**src/rtl/ram_arb_pkg.sv**
```systemverilog
// ram_arb_pkg: shared FSM state type and default widths for the RAM address arbiter.
package ram_arb_pkg;
    typedef enum logic {ST_IDLE, ST_BUSY} state_t;
    localparam int BEAT_W        = 8;
    localparam int DEF_N_CH      = 4;
    localparam int DEF_AW        = 16;
    localparam int DEF_MAX_BURST = 16;
endpackage

```
**src/rtl/ram_arb_pick.sv**
```systemverilog
// ram_arb_pick: one-hot winner among requests; round-robin from Ptr when RAM_ARB_RR_EN is defined, else lowest index.
module ram_arb_pick #(
    parameter int N_CH = 4,
    parameter int PW   = $clog2(N_CH)
) (
    input  logic [N_CH-1:0] Req,
`ifdef RAM_ARB_RR_EN
    input  logic [PW-1:0]   Ptr,
`endif
    output logic [N_CH-1:0] Winner
);
`ifdef RAM_ARB_RR_EN
    logic [N_CH-1:0] rot, rot_win;
    // rotate so Ptr sits at bit 0, isolate lowest set bit, rotate back
    always_comb begin
        rot     = N_CH'({Req, Req} >> Ptr);
        rot_win = rot & -rot;
        Winner  = N_CH'(({rot_win, rot_win} << Ptr) >> N_CH);
    end
`else
    always_comb Winner = Req & -Req;
`endif
endmodule

```
**src/rtl/ram_addr_arbiter.sv**
```systemverilog
// ram_addr_arbiter: N-channel request/grant arbiter with bursts onto one RAM address port.
// RAM_ARB_RR_EN selects round-robin arbitration; fixed priority (channel 0 highest) otherwise.
module ram_addr_arbiter
    import ram_arb_pkg::*;
#(
    parameter int N_CH      = DEF_N_CH,
    parameter int AW        = DEF_AW,
    parameter int MAX_BURST = DEF_MAX_BURST
) (
    input  logic                 Clk,
    input  logic                 Rst,
    input  logic [N_CH-1:0]      Req,
    input  logic [N_CH-1:0]      Last,
    input  logic [N_CH*AW-1:0]   AddrIn,
    input  logic                 RamReady,
    output logic [N_CH-1:0]      Grant,
    output logic [N_CH-1:0]      Take,
    output logic [AW-1:0]        AddressToRAM,
    output logic                 AddrValid,
    output logic [BEAT_W-1:0]    BeatCount
);
    localparam int PW = $clog2(N_CH);
    localparam logic [BEAT_W-1:0] LAST_BEAT = BEAT_W'(MAX_BURST - 1);

    state_t              state_q;
    logic [N_CH-1:0]     grant_q, win;
    logic [BEAT_W-1:0]   beat_q, beat_d;
    logic                beat, done;

`ifdef RAM_ARB_RR_EN
    logic [PW-1:0] ptr_q, ptr_d;
    ram_arb_pick #(.N_CH(N_CH), .PW(PW)) u_pick (.Req(Req), .Ptr(ptr_q), .Winner(win));
    always_comb begin
        ptr_d = ptr_q;
        for (int i = 0; i < N_CH; i++)
            if (win[i]) ptr_d = PW'((i + 1) % N_CH);
    end
`else
    ram_arb_pick #(.N_CH(N_CH), .PW(PW)) u_pick (.Req(Req), .Winner(win));
`endif

    always_comb begin
        AddressToRAM = '0;
        for (int i = 0; i < N_CH; i++)
            AddressToRAM = AddressToRAM | (AddrIn[i*AW +: AW] & {AW{grant_q[i]}});
    end

    assign Grant     = grant_q;
    assign BeatCount = beat_q;
    assign AddrValid = |(grant_q & Req);
    assign Take      = grant_q & Req & {N_CH{RamReady}};
    assign beat      = |Take;
    assign beat_d    = beat_q + BEAT_W'(1);
    // a dropped request releases without a beat; Last and MAX_BURST together release once
    assign done      = !AddrValid || (beat && (|(grant_q & Last) || beat_q == LAST_BEAT));

    always_ff @(posedge Clk) begin
        if (Rst) begin
            state_q <= ST_IDLE;
            grant_q <= '0;
            beat_q  <= '0;
`ifdef RAM_ARB_RR_EN
            ptr_q   <= '0;
`endif
        end else begin
            case (state_q)
                ST_IDLE: if (|Req) begin
                    state_q <= ST_BUSY;
                    grant_q <= win;
                    beat_q  <= '0;
`ifdef RAM_ARB_RR_EN
                    ptr_q   <= ptr_d;
`endif
                end
                ST_BUSY: begin
                    if (beat) beat_q <= beat_d;
                    if (done) begin
                        state_q <= ST_IDLE;
                        grant_q <= '0;
                    end
                end
            endcase
        end
    end
endmodule

```
**config.mk**
```make
export PLATFORM = sky130hd
export DESIGN_NAME = ram_addr_arbiter
export DESIGN_NICKNAME = d
export VERILOG_FILES = /design/src/rtl/ram_arb_pkg.sv /design/src/rtl/ram_arb_pick.sv /design/src/rtl/ram_addr_arbiter.sv
export SDC_FILE = /design/constraint.sdc
export NUM_CORES = 1
export LEC_CHECK = 0
export ABC_AREA = 1
export CAP_MARGIN = 20
export CORE_MARGIN = 2
export CORE_UTILIZATION = 25
export DETAILED_ROUTE_END_ITERATION = 12
export HOLD_SLACK_MARGIN = 0.1
export PLACE_DENSITY = 0.73
export SLEW_MARGIN = 30
export SYNTH_ARGS = -nofsm -noshare
export SYNTH_HDL_FRONTEND = slang
export SYNTH_SLANG_ARGS = --single-unit
```
**constraint.sdc**
```tcl
create_clock -name Clk -period 3 [get_ports Clk]
set_input_delay 0.45 -clock Clk [delete_from_list [all_inputs] [get_ports Clk]]
set_output_delay 0.45 -clock Clk [all_outputs]
set_load 0.01 [all_outputs]
```
==> run summary <==
Outcome -> complete, no violations
Antenna violations before repair -> 0
Placer Congestion -> 0.7631
Post-synth ARST share -> 0%
Yosys warning total -> 0
Proportion of layout cells with a drive suffix above 1 -> 5.902%
Drt drc -> 0
Syn Nets -> 276
Clock Tree Buf Depth -> 2
Via count of the first global-routing pass -> 1516
Setup TNS -> 0 ns
Sequential element share of the synthesized area -> 22.73%
TritonRoute pass-1 iters -> 4
Port Buf Inserts -> 107
First-pass GRT wire length -> 7.500 mm
Post-Syn Area per Cell -> 5.724 µm²
Postcts setup bufs -> 0
Number of diodes -> 0
Most numerous cell in the Yosys netlist -> nand2_1
CP dominant cell by count -> clkdlybuf4s50_1
Global Route met2 Usage -> 30.66%
Ports -> 108
Setup Skew -> 0.005316 ns
CP Cell Sequence -> clkdlybuf4s50_1 > nand2_1 > nand4_1 > clkdlybuf4s50_1
Final Hold Violating Endpoints -> 0
Die H -> 71.67 µm
Final nets -> 382
PwrDens -> 249.7 mW/mm²
Final ANT Viol Nets -> 0
Worst slew margin -> 71.79%
Fmax -> 0.4455 GHz
FF/Latch Area -> 260.3 µm²
RSZ-0062 raised after global routing -> false
#FFs+latches synth -> 13
Synth top area share -> 29.18%
TritonCTS clock tree -> built
Root Buffer -> clkbuf_8
Largest area contributor in the netlist -> nand2_1
Met3 GRT Util -> 5.485%
Power consumption -> 577.1 µW
Clock transition at path regs -> 0.06 ns
Number of synthesized flops with an enable pin -> 0
Dpl hpwl -> 3.759 mm
CP arrival -> 1.79 ns
Row cnt -> 24
Area occupied by multi-input gates -> 793.3 µm²
Top FF cell, synth -> dfxtp_1
Internal power -> 415.2 µW
Routed WL -> 4.918 mm
WP buf/inv -> 2
CP delay by family, top -> buffers and inverters
Clock share of power -> 27.1%
Clock sink count -> 13
Worst-path maximum fanout -> 5
Chip width -> 71.67 µm
DR vias -> 1717
CP required -> 2.55 ns
Met1 Usage GRT -> 22.35%
Area Growth Syn to Fin -> 101.9%
Clk_lat worst skew -> 0.24 ns
Die Area -> 0.005137 mm²
TritonCTS Buffers -> 3
GRT busiest layer -> met2
CTS Hold Bufs -> 0
H-tree levels -> 1
Max Slew Vio Count -> 0
Max-Cap Viols -> 0
Core area -> 0.004384 mm²
Hold WC Path Type -> register to register
Fillers -> 438
Initial core utilization -> 26.11%
Worst setup EP type -> output pin
Worst slew pin tran -> 0.4226 ns
Reg power frac -> 32.1%
Lkg Pwr -> 0.9045 nW
Net Sw Frac -> 28.05%
Drt wl/cell -> 13.78 µm
Peak VDD IR -> 0.0002259 V
# setup viols final -> 0
Top cells by count, synth -> nand2_1 (89), nand4_1 (19), nand3_1 (15)
Main area contributors after synthesis -> nand2_1 (29%), dfxtp_1 (23%), nand4_1 (10%)
Total congestion overflow -> 0
Starting DRT DRC Count -> 63
All-Layer GR Usage -> 18.16%
Max stage delay on crit path -> 0.56 ns
P_sw -> 161.9 µW
Gate power share -> 40.8%
Via density -> 4.810
Final min period -> 2.245 ns
Pin count of the biggest net entering global routing -> 22
Type of origin of the critical path -> input port
Slowest-stage cell, CP -> clkdlybuf4s50_1
Post-Syn Instances -> 200
Netlist cell types -> 23
Period Utilization, post-route -> 74.83%
Post_cts resized -> 0
Mapped cell area -> 0.001145 mm²
Crit path kind -> input port to output pin
[power groups by stage]
| stage | clock, mW | combinational [mW] | sequential (mW) |
|---|---|---|---|
| 3_3_place_gp | 0 | 0.234 | 0.189 |
| 4_1_cts | 0.160 | 0.237 | 0.186 |
| 5_1_grt | 0.171 | 0.252 | 0.187 |
| 3_5_place_dp | 0 | 0.235 | 0.189 |
| 6_report | 0.156 | 0.235 | 0.185 |
| 2_1_floorplan | 0 | 0.0779 | 0.184 |
[per-layer routing]
layer  up-vias  part of all wire (%)
li1        864                     -
met1       757                    41
met2        88                    45
met3         8                    12
met4         0                   1.4
met5         -                     0
[final timing paths]
path                start      endpoint  slack (ns)  cells after the start
max                Req[0]     AddrValid        0.76                      4
min          BeatCount[1]  BeatCount[1]        0.55                      2
max reg2reg  BeatCount[0]      Grant[0]        1.42                     10
min reg2reg  BeatCount[1]  BeatCount[1]        0.55                      2
[kinds of logic after synthesis]
family / Yosys count / share of synthesized area, %
XOR/XNOR: 3 / 2.296
buffers and inverters: 22 / 7.978
adder cells (fa/ha/maj): 1 / 1.093
AO/OA/AOI/OAI: 13 / 5.901
AND/OR/NAND/NOR: 148 / 60.00
flip-flops: 13 / 22.73
[state kept, by name (all words and copies together), names as in the netlist]
signal / cells
Grant: 4
BeatCount: 8
state_q: 1
[through the flow]
stage / cells / util, % / setup WS, ns / instance area [µm²] / hold slack (ns)
3_5_place_dp: 353 / 51.66 / 0.7632 / 2265 / 0.5363
4_1_cts: 357 / 52.71 / 0.7275 / 2311 / 0.5475
2_1_floorplan: 200 / - / 1.498 / 1145 / 0.5373
3_3_place_gp: 353 / 51.66 / 0.7666 / 2265 / 0.5386
6_report: 357 / 52.71 / 0.7551 / 2311 / 0.5451
5_1_grt: 357 / 52.71 / 0.6652 / 2311 / 0.5744
[final cells by class]
class,instances,area share [%]
inverter,12,1.949
multi-input combinational,165,34.33
clock buffer,3,1.787
timing repair buffer,111,47.64
tap,52,2.815
sequential,13,11.26
clock inverter,1,0.2166
[cell usage in the layout (no fill, tap or decap), types with 2 or more instances in the layout]
cell and instances:
clkdlybuf4s50_1 107, nand2_1 89, nand4_1 19, nand3_1 15
dfxtp_1 13, nor2_1 12, a21oi_1 11, inv_1 10
buf_4 4, nand2_4 3, nand2_2 3, xor2_1 3
nor3_1 3, clkbuf_8 3, inv_2 2
[worst min-delay path: stages, from the launching register on]
cell,delay (ns)
dfxtp_1,0.35
nand3_1,0.09
a21oi_1,0.05
Power figures use the tool's default switching activity.
